--- src/rtl/ctrl_decode_seq_if.sv ---
// Decode/sequencer bus between the IF/ID side and the ID-stage control unit.
// The illegal flag exists only when CTRL_ILLEGAL_TRAP_EN is defined.
interface ctrl_decode_seq_if #(
  parameter int OPCODE_W = 6,
  parameter int EXEC_W   = 4,
  parameter int SEL_W    = 2
);
  logic [OPCODE_W-1:0] opcode;
  logic                hazard_stall;
  logic                flush;
  logic                freeze;
  logic [SEL_W-1:0]    swp_sel;
  logic [EXEC_W-1:0]   exec_cmd;
  logic                mem_r_en;
  logic                mem_w_en;
  logic                wb_en;
  logic                is_imm;
  logic [1:0]          branch_type;
  logic                single_src;
`ifdef CTRL_ILLEGAL_TRAP_EN
  logic                illegal;
`endif

  modport master (
    output opcode, hazard_stall, flush,
    input  freeze, swp_sel, exec_cmd, mem_r_en, mem_w_en, wb_en, is_imm,
           branch_type, single_src
`ifdef CTRL_ILLEGAL_TRAP_EN
    , input illegal
`endif
  );

  modport slave (
    input  opcode, hazard_stall, flush,
    output freeze, swp_sel, exec_cmd, mem_r_en, mem_w_en, wb_en, is_imm,
           branch_type, single_src
`ifdef CTRL_ILLEGAL_TRAP_EN
    , output illegal
`endif
  );
endinterface

--- src/rtl/ctrl_decode_seq.sv ---
// Registered ID-stage control decoder with a multi-step SWP micro-op sequencer.
// Optional illegal-opcode pulse output enabled by defining CTRL_ILLEGAL_TRAP_EN.
module ctrl_decode_seq #(
  parameter int                OPCODE_W     = 6,
  parameter int                EXEC_W       = 4,
  parameter logic [5:0]        SWP_OPCODE   = 6'h3F,
  parameter int                SWP_STEPS    = 2,
  parameter logic [EXEC_W-1:0] SWP_CMD_BASE = EXEC_W'(4'hC)
) (
  input  logic            clk,
  input  logic            rst,
  ctrl_decode_seq_if.slave bus
);
  localparam int SEL_W = $clog2(SWP_STEPS + 1);

  typedef enum logic { S_DECODE, S_SEQ } state_t;

  typedef struct packed {
    logic [EXEC_W-1:0] exec;
    logic              rd;
    logic              wr;
    logic              wb;
    logic              imm;
    logic [1:0]        bt;
    logic              ss;
  } dec_t;

  typedef struct packed {
    logic              freeze;
    logic [SEL_W-1:0]  sel;
    dec_t              cmd;
`ifdef CTRL_ILLEGAL_TRAP_EN
    logic              illegal;
`endif
  } out_t;

  function automatic dec_t decode_op(input logic [OPCODE_W-1:0] op);
    dec_t d;
    d = '0;
    if ((op >> 6) == '0) begin
      case (op[5:0])
        6'h01: d.wb = 1'b1;
        6'h03: begin d.exec = EXEC_W'(4'h2); d.wb = 1'b1; end
        6'h05: begin d.exec = EXEC_W'(4'h4); d.wb = 1'b1; end
        6'h06: begin d.exec = EXEC_W'(4'h5); d.wb = 1'b1; end
        6'h07: begin d.exec = EXEC_W'(4'h6); d.wb = 1'b1; end
        6'h08: begin d.exec = EXEC_W'(4'h7); d.wb = 1'b1; end
        6'h09: begin d.exec = EXEC_W'(4'h8); d.wb = 1'b1; end
        6'h0A: begin d.exec = EXEC_W'(4'h8); d.wb = 1'b1; end
        6'h0B: begin d.exec = EXEC_W'(4'h9); d.wb = 1'b1; end
        6'h0C: begin d.exec = EXEC_W'(4'hA); d.wb = 1'b1; end
        6'h20: begin d.wb = 1'b1; d.imm = 1'b1; d.ss = 1'b1; end
        6'h21: begin d.exec = EXEC_W'(4'h2); d.wb = 1'b1; d.imm = 1'b1; d.ss = 1'b1; end
        6'h24: begin d.rd = 1'b1; d.wb = 1'b1; d.imm = 1'b1; d.ss = 1'b1; end
        6'h25: begin d.wr = 1'b1; d.imm = 1'b1; end
        6'h28: begin d.imm = 1'b1; d.ss = 1'b1; d.bt = 2'b01; end
        6'h29: begin d.imm = 1'b1; d.bt = 2'b10; end
        6'h2A: begin d.imm = 1'b1; d.ss = 1'b1; d.bt = 2'b11; end
        default: d = '0;
      endcase
    end
    return d;
  endfunction

  state_t           state_p0, state_nxt;
  logic [SEL_W-1:0] step_p0, step_nxt;
  out_t             out_p0, out_nxt;
  dec_t             dec;

  always_comb begin
    dec       = decode_op(bus.opcode);
    state_nxt = state_p0;
    step_nxt  = step_p0;
    out_nxt   = '0;
    if (bus.flush) begin
      state_nxt = S_DECODE;
      step_nxt  = '0;
    end else if (bus.hazard_stall) begin
      // Bubble; fetch stays frozen only while a swap is mid-sequence.
      out_nxt.freeze = (state_p0 == S_SEQ);
    end else if (state_p0 == S_SEQ) begin
      out_nxt.cmd.wb   = 1'b1;
      out_nxt.cmd.exec = SWP_CMD_BASE + EXEC_W'(step_p0);
      out_nxt.sel      = step_p0 + SEL_W'(1);
      if (step_p0 == SEL_W'(SWP_STEPS - 1)) begin
        state_nxt = S_DECODE;
        step_nxt  = '0;
      end else begin
        out_nxt.freeze = 1'b1;
        step_nxt       = step_p0 + SEL_W'(1);
      end
    end else if (bus.opcode == OPCODE_W'(SWP_OPCODE)) begin
      out_nxt.cmd.wb   = 1'b1;
      out_nxt.cmd.exec = SWP_CMD_BASE;
      out_nxt.sel      = SEL_W'(1);
      if (SWP_STEPS > 1) begin
        out_nxt.freeze = 1'b1;
        state_nxt      = S_SEQ;
        step_nxt       = SEL_W'(1);
      end
    end else begin
      out_nxt.cmd = dec;
`ifdef CTRL_ILLEGAL_TRAP_EN
      // Every legal non-NOP opcode sets at least one bundle bit.
      out_nxt.illegal = (dec == '0) && (bus.opcode != '0);
`endif
    end
  end

  // ---- ID -> ID/EX register boundary ----
  always_ff @(posedge clk) begin
    if (rst) begin
      state_p0 <= S_DECODE;
      step_p0  <= '0;
      out_p0   <= '0;
    end else begin
      state_p0 <= state_nxt;
      step_p0  <= step_nxt;
      out_p0   <= out_nxt;
    end
  end

  assign bus.freeze      = out_p0.freeze;
  assign bus.swp_sel     = out_p0.sel;
  assign bus.exec_cmd    = out_p0.cmd.exec;
  assign bus.mem_r_en    = out_p0.cmd.rd;
  assign bus.mem_w_en    = out_p0.cmd.wr;
  assign bus.wb_en       = out_p0.cmd.wb;
  assign bus.is_imm      = out_p0.cmd.imm;
  assign bus.branch_type = out_p0.cmd.bt;
  assign bus.single_src  = out_p0.cmd.ss;
`ifdef CTRL_ILLEGAL_TRAP_EN
  assign bus.illegal     = out_p0.illegal;
`endif
endmodule
--- src/flat_wrapper.sv ---
// flat-port wrapper written by rule: the top's interface ports become plain ports
module ctrl_decode_seq_flat 
#(
  parameter int                OPCODE_W     = 6,
  parameter int                EXEC_W       = 4,
  parameter logic [5:0]        SWP_OPCODE   = 6'h3F,
  parameter int                SWP_STEPS    = 2,
  parameter logic [EXEC_W-1:0] SWP_CMD_BASE = EXEC_W'(4'hC)
)
  (clk, rst, bus_opcode, bus_hazard_stall, bus_flush, bus_freeze, bus_swp_sel, bus_exec_cmd, bus_mem_r_en, bus_mem_w_en, bus_wb_en, bus_is_imm, bus_branch_type, bus_single_src);
  ctrl_decode_seq_if #(.OPCODE_W(OPCODE_W), .EXEC_W(EXEC_W)) bus_i ();
  input  logic clk;
  input  logic rst;
  input wire logic [$bits(bus_i.opcode)-1:0] bus_opcode;
  input wire logic [$bits(bus_i.hazard_stall)-1:0] bus_hazard_stall;
  input wire logic [$bits(bus_i.flush)-1:0] bus_flush;
  output wire logic [$bits(bus_i.freeze)-1:0] bus_freeze;
  output wire logic [$bits(bus_i.swp_sel)-1:0] bus_swp_sel;
  output wire logic [$bits(bus_i.exec_cmd)-1:0] bus_exec_cmd;
  output wire logic [$bits(bus_i.mem_r_en)-1:0] bus_mem_r_en;
  output wire logic [$bits(bus_i.mem_w_en)-1:0] bus_mem_w_en;
  output wire logic [$bits(bus_i.wb_en)-1:0] bus_wb_en;
  output wire logic [$bits(bus_i.is_imm)-1:0] bus_is_imm;
  output wire logic [$bits(bus_i.branch_type)-1:0] bus_branch_type;
  output wire logic [$bits(bus_i.single_src)-1:0] bus_single_src;
  assign bus_i.opcode = bus_opcode;
  assign bus_i.hazard_stall = bus_hazard_stall;
  assign bus_i.flush = bus_flush;
  assign bus_freeze = bus_i.freeze;
  assign bus_swp_sel = bus_i.swp_sel;
  assign bus_exec_cmd = bus_i.exec_cmd;
  assign bus_mem_r_en = bus_i.mem_r_en;
  assign bus_mem_w_en = bus_i.mem_w_en;
  assign bus_wb_en = bus_i.wb_en;
  assign bus_is_imm = bus_i.is_imm;
  assign bus_branch_type = bus_i.branch_type;
  assign bus_single_src = bus_i.single_src;
  ctrl_decode_seq #(.OPCODE_W(OPCODE_W), .EXEC_W(EXEC_W), .SWP_OPCODE(SWP_OPCODE), .SWP_STEPS(SWP_STEPS), .SWP_CMD_BASE(SWP_CMD_BASE)) u_core (.clk(clk), .rst(rst), .bus(bus_i));
endmodule
--- config.mk ---
export PLATFORM = sky130hd
export DESIGN_NAME = ctrl_decode_seq_flat
export DESIGN_NICKNAME = d
export VERILOG_FILES = /design/src/rtl/ctrl_decode_seq_if.sv /design/src/rtl/ctrl_decode_seq.sv /design/src/flat_wrapper.sv
export SDC_FILE = /design/constraint.sdc
export NUM_CORES = 1
export LEC_CHECK = 0
export CAP_MARGIN = 20
export CORE_MARGIN = 5
export CORE_UTILIZATION = 25
export CTS_CLUSTER_DIAMETER = 40
export DETAILED_ROUTE_END_ITERATION = 12
export PLACE_DENSITY_LB_ADDON = 0.05
export SYNTH_ARGS = -nofsm -noshare
export SYNTH_HDL_FRONTEND = slang
export SYNTH_SLANG_ARGS = --single-unit
--- constraint.sdc ---
create_clock -name clk -period 2.44 [get_ports clk]
set_input_delay 0.244 -clock clk [delete_from_list [all_inputs] [get_ports clk]]
set_output_delay 0.244 -clock clk [all_outputs]
set_load 0.1 [all_outputs]
; After elaboration in Yosys (flattened, before gate mapping)
; Index checks and enable logic that the tools add are counted.
[word_totals]
reg_bits = 17
output_inout_bits = 14
wordCells = 62
[op_classes]
add_sub_neg = 2
eq_ne = 19
muxes = 19
bitwise_logic = 1
reduce_logical = 10
[ops]
columns = cell, n
row1 = $eq A6 B6 Y1 const B, 8
row2 = $pmux W4 S8, 1
row3 = $eq A6 B4 Y1 const B, 5
row4 = $eq A6 B3 Y1 const B, 3
row5 = $reduce_or A13 Y1, 1
row6 = $mux W1, 11
row7 = $reduce_or A5 Y1, 2
row8 = $mux W7, 1
row9 = $reduce_or A7 Y1, 1
row10 = $eq A6 B1 Y1 const B, 1
row11 = $eq A6 B2 Y1 const B, 1
row12 = $mux W2, 3
row13 = $pmux W2 S3, 1
row14 = $reduce_or A2 Y1, 3
row15 = $add A3 B3 Y4 const A, 1
row16 = $mux W4, 1
row17 = $mux W3, 1
row18 = $reduce_or A3 Y1, 1
row19 = $add A2 B1 Y2 const B, 1
row20 = $eq A2 B1 Y1 const B, 1
row21 = $reduce_and A2 Y1, 1
row22 = $reduce_bool A2 Y1, 1
row23 = $not A1 Y1, 1

; Longest topological paths before layout
[depth]
ltp_word = 6
mapped_depth = 5

; Worst setup path before layout
; OpenSTA, ideal clock, no wires.
[synth_path]
path_type = input to register
startpoint = in bus_opcode[0]
endpoint = reg u_core.out_p0, in the netlist u_core.bus.wb_en
setup_time_ns = 0.075
arrival_time_ns = 1.267
required_time_ns = 2.365
path_slack_ns = 1.099
stages = 5
cell_sequence = buf_4 nor2_1 mux2_4 o31a_1 o22ai_1
[synth_via]
elab_chain_cells = 5
[synth_rtl]
columns = element, line
row1 = "start, declared", flat_wrapper.sv:14  ; input wire logic [$bits(bus_i.opcode)-1:0] bus_opcode;
row2 = "$eq A6 B1 Y1, or another cell as far along", ctrl_decode_seq.sv:41  ; case (op[5:0])
row3 = $reduce_or A13 Y1 (no source line), -
row4 = $mux W1, ctrl_decode_seq.sv:41
row5 = $mux W1 *, ctrl_decode_seq.sv:92  ; end else if (bus.opcode == OPCODE_W'(SWP_OPCODE)) begin
row6 = $mux W1 *, ctrl_decode_seq.sv:81  ; end else if (state_p0 == S_SEQ) begin
row7 = "end signal, assigned", ctrl_decode_seq.sv:119  ; out_p0 <= out_nxt;
row8 = "end, declared", ctrl_decode_seq.sv:67  ; out_t out_p0, out_nxt;
; Every way passes the cells marked *; elsewhere a longest branch is shown, timed or not.
; A chain may end at the register's enable or synchronous reset.

; Worst setup path after layout
[layout_path]
startpoint = in bus_opcode[3]
endpoint = reg u_core.out_p0, in the netlist u_core.bus.wb_en
; The elaborated chain is that of the path after synthesis.

==> impl_metrics.toml <==
[run_status]
status = "finished clean"

[clock_network]
cts_setup_buffers = 0
cts.repair.resized = 0
root_buffer = "clkbuf_4"
cts_hold_buf = 0
numCtsBuffers = 3
clock_path_buffers = 2
clkSinkCount = 17
htreeDepth = 1
clk_pin_slew_ps = 90
clk_latency_ps = 280
cts_tree = "yes"

[grt]
grt_use_met1_pct = 13.3
top_usage_layer = "met1"
grt_overflow = 0
grt_pass1_vias = 701
grt_util_met3_pct = 2.83
grt_util_met2_pct = 12.3
antenna_found_initial = 0
grtUsageTotal_pct = 9.39
grt_max_degree = 17
grt_pass1_wl_mm = 3.17

[placement]
portBuffers = 23
hpwl_mm = 1.51
place.gp.congestion = 0.781

[critical_path]
crit_fanout = 16
critPathKind = "in -> reg"
crit_path_top_delay_cell = "clkdlybuf4s50_1"
endpoint_kind = "flop"
cp_slowest_stage_delay_ps = 660
cp-start-kind = "primary input"
cp_cell_sequence = "clkdlybuf4s50_1 > nand2b_1 > mux2_4 > o31a_1 > o22ai_1"
path_buf_inv = 1
cp.required_ps = 2650
r2r_slack_ps = 1170
cpLargestDelayFamily = "buffers and inverters"
cp_data_arrival_time_ps = 1920

[hold_path]
hp-class = "reg -> reg"

[synth]
synth_edf_count = 0
ys.flop_type = "dfxtp_1"
yosysTopAreaCellShare_pct = 41.2
syn_nets = 104
ys_ff_latch = 17
yosysWarningCount = 0
syn_inst = 92
synth.area.top_cells = "dfxtp_1 (41%), mux2_4 (3.6%), nand2_1 (3.2%)"
yosysTopAreaCell = "dfxtp_1"
synthesis.area_um2 = 826
ys_seq_area_share_pct = 41.2
avgSynthCellArea_um2 = 8.98
ys_types = 38
async_flop_share_pct = 0

[floorplanning]
fp.dieArea_um2 = 4550
start_util_pct = 26.6
die_height_um = 67.5
dieWidth_um = 67.5
rows = 20
ioPinCount = 24
core_um2 = 3100

[cells_and_area]
final_common_cell = "dfxtp_1"
syn2layout_area_growth_pct = 28.2
final_layout_size_suffix_gt1_share_pct = 19.5
utilization_pct = 34.1
layout.nets = 126
diodes = 0
most-common-layout-cells = "dfxtp_1 (17), buf_4 (14), clkdlybuf4s50_1 (9)"

[pwr]
ir_worst_vdd_mv = 0.132
pwr-share-comb_pct = 15.4
sequentialPowerShare_pct = 56.0
leakage_nw = 0.419
internal_power_mw = 0.374
clkPwrFrac_pct = 28.6
swShare_pct = 25.0
power_density_nw_per_um2 = 471
power_switching_mw = 0.124

[sta]
hold_viol = 0
post-route-period-util_pct = 70.1
slew_viol_final = 0
min_period_ps = 1710
fin_tns_setup_ps = 0
rsz0062_at_grt = "no"
max_freq_ghz = 0.585
finalClockSkew_ps = 3.16
relSlewSlack_pct = 66.8
tightest_slew_ps = 497
finalSetupViolCount = 0

[routing]
via_per_inst = 4.46
drtPass1Iterations = 4
wl_mm = 1.88
wl_per_cell_um = 11.9
vias = 701
postRouteAntennaNets = 0
drtIter0Drc = 35
route.detailed.drc = 0

[flow_run]
drv_cap = 0
[cells in the mapped netlist, drive strengths merged (2+ instances only)]
| library cell | count |
|---|---|
| o21ai | 4 |
| a31oi | 2 |
| inv | 5 |
| nor4 | 2 |
| nor2 | 8 |
| nor3 | 5 |
| mux2 | 2 |
| nand4b | 2 |
| a21oi | 4 |
| buf | 6 |
| nand2 | 8 |
| or3 | 2 |
| o31a | 2 |
| nand3 | 2 |
| nand2b | 3 |
| ha | 2 |
| xnor2 | 2 |
| dfxtp | 17 |
[per-stage QoR]
stage	power (mW)	setup slack [ps]	hold slack, ps	instances	instance area, um2
after floorplan	0.340	1100	400	92	826
after global placement	0.363	480	490	153	1030
after detailed placement	0.363	451	509	153	1030
after global routing	0.530	581	537	157	1060
after CTS	0.510	755	523	157	1060
final	0.498	731	514	157	1060
[final cells by class]
cell class | instances | area (um2)
Fill cell | 344 | 2040
Multi-Input combinational cell | 63 | 419
Timing Repair Buffer | 23 | 195
Clock buffer | 4 | 26.3
Inverter | 6 | 22.5
Tap cell | 44 | 55.1
Sequential cell | 17 | 340
[per-layer routing]
metal	vias up	part of all wire, %
met4	0	1.0
met1	305	48
met3	2	9.4
met5	-	0
li1	369	-
met2	25	42
[cells by family after synthesis]
group	share of synthesized area, %
AND/OR/NAND/NOR	23.9
AO/OA/AOI/OAI	16.8
multiplexers	4.85
adder cells (fa/ha/maj)	3.03
XOR/XNOR	2.12
buffers and inverters	8.03
flip-flops	41.2
[path summary, 6_finish.rpt]
path | to | depth (start not counted) | startpoint
worst min-delay path | u_core.step_p0[1] | 2 | u_core.step_p0[1]
worst min register to register | u_core.step_p0[1] | 2 | u_core.step_p0[1]
worst max-delay path | u_core.bus.wb_en | 5 | bus_opcode[3]
worst max register to register | u_core.bus.is_imm | 3 | u_core.state_p0
[tightest hold or removal path, cell delays in order (launching register included)]
cell	delay [ps]
dfxtp_1	330
o21ai_1	70
a21boi_1	70
[sequential cells by signal, summed over array words and instances (netlist names)]
| register | cells |
|---|---|
| u_core.bus.mem_w_en | 1 |
| u_core.bus.mem_r_en | 1 |
| u_core.bus.exec_cmd | 4 |
| u_core.bus.single_src | 1 |
| u_core.bus.swp_sel | 2 |
| u_core.bus.freeze | 1 |
| u_core.bus.is_imm | 1 |
| u_core.bus.wb_en | 1 |
| u_core.bus.branch_type | 2 |
| u_core.step_p0 | 2 |
| u_core.state_p0 | 1 |
[power groups by stage]
stage                     sequential (mW)  clock [mW]  combinational, mW
after CTS                           0.279       0.153             0.0771
final                               0.279       0.142             0.0769
after global placement              0.286           0             0.0771
after global routing                0.280       0.166             0.0846
after detailed placement            0.286           0             0.0769
after floorplan                     0.296           0             0.0444
No activity file was read; power rests on OpenSTA's default activity.
